`config.mk`:
```
export PLATFORM = sky130hd
export DESIGN_NAME = bram_4096x4_fifo_ctrl
export DESIGN_NICKNAME = d
export VERILOG_FILES = /design/src/rtl/bram_4096x4_fifo_ctrl.sv
export SDC_FILE = /design/constraint.sdc
export NUM_CORES = 1
export LEC_CHECK = 0
export ABC_CLOCK_PERIOD_IN_PS = 4700
export CAP_MARGIN = 20
export CORE_ASPECT_RATIO = 0.75
export CORE_UTILIZATION = 45
export CTS_CLUSTER_DIAMETER = 30
export DETAILED_ROUTE_END_ITERATION = 12
export PLACE_DENSITY = 0.82
export REMOVE_ABC_BUFFERS = 1
export SLEW_MARGIN = 20
export SYNTH_ARGS = -nofsm -noshare
export SYNTH_HDL_FRONTEND = slang
export SYNTH_SLANG_ARGS = --single-unit
```
`constraint.sdc`:
```
create_clock -name CLK -period 4.7 [get_ports CLK]
set_input_delay 0.94 -clock CLK [delete_from_list [all_inputs] [get_ports CLK]]
set_output_delay 0.94 -clock CLK [all_outputs]
set_load 0.05 [all_outputs]
```
`src/rtl/bram_4096x4_fifo_ctrl.sv`:
```
// ----------------------------------------------------------------------------
// bram_4096x4_fifo_ctrl
//   FIFO controller for a 4096 x 4 two-port synchronous block RAM. Port 0 is
//   the write port and port 1 is the read port. The controller keeps a small
//   output buffer so that out_data is always a register and a pop can be
//   taken every cycle in spite of the one-cycle RAM read latency.
//
// Parameters
//   AF_THR       almost_full threshold, in words
//
// Ports
//   CLK          clock; all state updates on the rising edge
//   RST          synchronous, active-high reset
//   in_valid     producer has a word          in_ready    word accepted this cycle
//   in_data[3:0] write word
//   out_valid    out_data holds the head word out_ready   consumer takes the head
//   out_data[3:0] head word
//   count[12:0]  total words held (0..4096)   almost_full count >= AF_THR
//   A0/D0/WE0/WEM0/CE0        RAM write port, driven combinationally
//   A1/D1/WE1/WEM1/CE1, Q1    RAM read port; Q1 valid the cycle after CE1
// ----------------------------------------------------------------------------
module bram_4096x4_fifo_ctrl #(
    parameter int unsigned AF_THR = 4032
) (
    input  logic        CLK,
    input  logic        RST,
    input  logic        in_valid,
    output logic        in_ready,
    input  logic [3:0]  in_data,
    output logic        out_valid,
    input  logic        out_ready,
    output logic [3:0]  out_data,
    output logic [12:0] count,
    output logic        almost_full,
    output logic [11:0] A0,
    output logic [3:0]  D0,
    output logic        WE0,
    output logic [3:0]  WEM0,
    output logic        CE0,
    output logic [11:0] A1,
    output logic [3:0]  D1,
    output logic        WE1,
    output logic [3:0]  WEM1,
    output logic        CE1,
    input  logic [3:0]  Q1
);

    logic [11:0] r_wr_ptr;
    logic [11:0] r_rd_ptr;
    logic [12:0] r_mem_cnt;     // written to RAM, not yet read out
    logic [3:0]  r_buf [0:1];   // two-entry output buffer
    logic [1:0]  r_buf_occ;
    logic        r_head;
    logic        r_inflight;    // read issued last cycle, Q1 arrives now

    logic        w_push;
    logic        w_pop;
    logic        w_issue;
    logic        w_tail;
    logic [2:0]  w_pending;

    assign count       = r_mem_cnt + 13'(r_inflight) + 13'(r_buf_occ);
    assign in_ready    = !RST && (count < 13'd4096);
    assign almost_full = (32'(count) >= AF_THR);
    assign out_valid   = (r_buf_occ != 2'd0);
    assign out_data    = r_buf[r_head];

    assign w_push = in_valid && in_ready;
    assign w_pop  = out_valid && out_ready;

    // Issue a read only if the buffer can still absorb the returning word,
    // counting the word already in flight and crediting a same-cycle pop.
    assign w_pending = 3'(r_buf_occ) + 3'(r_inflight);
    assign w_issue   = !RST && (r_mem_cnt != 13'd0) && (w_pending < (3'd2 + 3'(w_pop)));

    // A capture only happens with at most one buffered word, so the tail is
    // head + occupancy modulo 2.
    assign w_tail = r_head ^ r_buf_occ[0];

    always_comb begin
        CE0  = w_push;
        WE0  = w_push;
        WEM0 = w_push ? 4'hF : 4'h0;
        A0   = r_wr_ptr;
        D0   = in_data;
        CE1  = w_issue;
        A1   = r_rd_ptr;
        WE1  = 1'b0;
        WEM1 = 4'h0;
        D1   = 4'h0;
    end

    always_ff @(posedge CLK) begin
        if (RST) begin
            r_wr_ptr   <= '0;
            r_rd_ptr   <= '0;
            r_mem_cnt  <= '0;
            r_buf[0]   <= '0;
            r_buf[1]   <= '0;
            r_buf_occ  <= '0;
            r_head     <= 1'b0;
            r_inflight <= 1'b0;
        end else begin
            if (w_push) begin
                r_wr_ptr <= r_wr_ptr + 12'd1;
            end
            if (w_issue) begin
                r_rd_ptr <= r_rd_ptr + 12'd1;
            end
            r_mem_cnt  <= r_mem_cnt + 13'(w_push) - 13'(w_issue);
            r_inflight <= w_issue;
            if (r_inflight) begin
                r_buf[w_tail] <= Q1;
            end
            if (w_pop) begin
                r_head <= ~r_head;
            end
            r_buf_occ <= r_buf_occ + 2'(r_inflight) - 2'(w_pop);
        end
    end

endmodule

```
==> results_dict.tcl <==
set metrics [dict create \
    critPathMaxStageDelay_ps 800 \
    ys_types 45 \
    avgSynthCellArea_um2 9.21 \
    htree_levels 2 \
    use_met2_pct 30.9 \
    grt_pass1_vias 2298 \
    period_needed_ps 4250 \
    crit_family "buffers and inverters" \
    grt_overflow 0 \
    synthMuxAreaShare_pct 2.75 \
    final_nets 447 \
    cts_root_buf "clkbuf_8" \
    netlist_area_um2 3190 \
    ys_seq_area_share_pct 33.9 \
    fillers 618 \
    ant_nets 0 \
    cts_tree "yes" \
    globalplace.congestion 0.859 \
    drv_slew 0 \
    setup_viol 0 \
    relSlewSlack_pct 65.1 \
    synth_area_leaders "dfxtp_1, ha_1, xor2_1, edfxtp_1, nor2_1" \
    crit_chain "inv_1, fa_1, inv_1, fa_1, and4_1, nand2_1, xnor2_1, and3_1, a41o_1, clkdlybuf4s50_1" \
    synthSimpleGateAreaFrac_pct 19.6 \
    hpwl_um 4990 \
    synth-compound-area-share_pct 6.87 \
    cts_hold_buf 0 \
    totalWireLength_um 6560 \
    syn_inst 346 \
    syn2layout_area_growth_pct 22.9 \
    rows 26 \
    dp.cells 475 \
    cts_sinks 50 \
    layout-drive-gt1-share_pct 7.27 \
    use_met1_pct 24.7 \
    cts_buffers 5 \
    arrival_ps 3310 \
    initial_core_util_pct 46.6 \
    antenna_found_initial 0 \
    cp-start-kind "flip-flop" \
    drc_errors 0 \
    grt_usage_pct 18.5 \
    fin_ws_ps 448 \
    core_um2 6830 \
    die-height_um 74.9 \
    worstSetupPathType "flip-flop to output pin" \
    hold_viol 0 \
    critPathCaptureType "output pin" \
    met3_usage_pct 4.74 \
    yosysTopAreaCellShare_pct 26.4 \
    die_area_um2 7430 \
    worstPathRequired_ps 3760 \
    clk_pin_slew_worst_paths_ps 90 \
    synthAdderAreaFrac_pct 15.2 \
    cts_setup_buffers 0 \
    worstMarginPinSlew_ps 521 \
    fin_crit_sh_pct 90.5 \
    finalNonFillerCells 483 \
    first_iter_violations 123 \
    whs_ps 534 \
    dr.pass1.iters 6 \
    clock_latency_ps 310 \
    post-place-ws_ps 593 \
    avgViaCountPerCell 5.11 \
    final_area_um2 3920 \
    post_cts_resize_count 0 \
    synth_flop_cell "dfxtp_1" \
    synth_top_area_cell "dfxtp_1" \
    placed_area_um2 3800 \
    hp-class "flip-flop to flip-flop" \
    crit_slowest_cell "clkdlybuf4s50_1" \
    busiest_layer "met2" \
    grt_pass1_wl_um 10800 \
    crit_buf_inv 3 \
    route.vias.total 2469 \
    ioPinCount 76 \
    place.port_buffers 58 \
    die_x_um 99.2 \
    leakage_nw 1.68 \
    ir_drop_uv 370 \
    final.setup_skew_ps 3.43 \
    synthXorXnorAreaFrac_pct 12.4 \
    maxCapViolations 0 \
    synth_top_family_by_area "simple AND/OR/NAND/NOR gates" \
    antennaDiodeCount 0 \
    synth_warnings 0 \
    outcome "complete, no violations" \
    ys_ff_latch 50 \
    grt_setup_unrepaired "false" \
    async_reset_ff_share_pct 0 \
    p_total_mw 2.60 \
    p_per_area_nw_per_um2 665 \
    grt_max_degree 47 \
    routedWlPerCell_um 13.6 \
    crit_fanout 6 \
    clock_path_buffers 2 \
    synth-edff-count 8 \
    clock.fmax_ghz 0.235 \
]
cell usage in the layout (no fill, tap or decap), types with 2 or more instances in the layout:
master and count:
fa_1 3, a211oi_1 2, and3_1 7, xor2_1 28, or2_2 3, nand4_1 14
xnor2_1 17, buf_4 4, edfxtp_1 8, nor2b_1 7, nand2_1 11, nor3b_1 3
inv_1 28, buf_12 6, mux2_2 4, and2_1 10, nand3_1 10, mux2i_1 2
o21a_1 3, ha_1 34, o21bai_1 5, mux2_1 2, nor2_1 48, clkdlybuf4s50_1 51
nor3_1 2, o21ai_0 4, clkbuf_8 6, dfxtp_1 42, conb_1 9, a21oi_1 9
registers in the layout, summed over array words and instances (netlist names), named ones only:
name,cells
r_buf,8
r_buf_occ,2
A0,12
A1,12
r_head,1
r_inflight,1
r_mem_cnt,13
synth_stat cells, types with 2 or more instances:
library cell  number
buf_4             18
and2_1            10
dfxtp_1           42
nand4_1           14
o21bai_1           5
xor2_1            28
a211oi_1           2
nand3_1           10
mux2_1             2
mux2_2             4
buf_6              2
xnor2_1           17
nor3_1             2
or2_2              3
o21a_1             3
nor3b_1            3
o21ai_0            4
nand2_1           11
edfxtp_1           8
ha_1              34
and3_1             7
clkbuf_1           3
nor2_1            48
inv_1             28
mux2i_1            2
a21oi_1            9
nor2b_1            7
fa_1               3
final timing paths:
kind,slack [ps],depth (start not counted),start,to
worst max-delay path,450,10,r_buf_occ[0],almost_full
worst min-delay path,530,2,A1[11],A1[11]
worst max register to register,640,18,r_buf_occ[0],r_mem_cnt[12]
worst min register to register,530,2,A1[11],A1[11]
worst reg2reg max path, stage by stage, from the launching register on:
cell and delay, ps:
dfxtp_1 460, inv_1 90, fa_1 410, inv_1 80, fa_1 240, and4_1 280, nand3_1 110, xor2_1 230
nand2_1 160, nor2_1 170, ha_1 190, inv_1 50, fa_1 370, nor2b_1 200, o311a_1 240, nor3_2 50
o21bai_1 220, o31ai_1 110, mux2_1 310
cell families after synthesis:
logic type	count (synthesis)
DFF	50
buffers and inverters	53
adders and majority gates	37
muxes	8
AOI/OAI and AO/OA	30
other	1
xor gates and xnor gates	45
and+or+nand+nor	122
final cells by class:
type / count / area (um2) / share of cell area [%]
repair buffers: 62 / 666 / 17.0
well taps: 84 / 105 / 2.68
inverters: 28 / 105 / 2.68
clock buffers: 7 / 86.3 / 2.20
clock inverters: 1 / 30.0 / 0.767
multi-input cells: 251 / 1840 / 47.1
flip-flops and latches: 50 / 1080 / 27.6
layer usage:
layer	vias to the layer above	routed length (um)
met1	1171	3210
met2	66	3020
met5	-	0
met3	7	268
li1	1225	-
met4	0	66
per-stage QoR:
| step | setup TNS (ps) | util (%) |
|---|---|---|
| after floorplan | -48960 | - |
| after global placement | 0 | 55.6 |
| after detailed placement | 0 | 55.6 |
| after CTS | 0 | 57.3 |
| after global routing | 0 | 57.3 |
| final | 0 | 57.3 |
report_power, final:
part	total, mW	switching, mW	internal, mW	leakage, nW
combinational	1.64	1.00	0.645	1.19
clock	0.320	0.146	0.174	0.0585
sequential	0.638	0.104	0.534	0.427
total	2.60	1.25	1.35	1.68
Note: power is estimated with default switching activity, not from simulation.
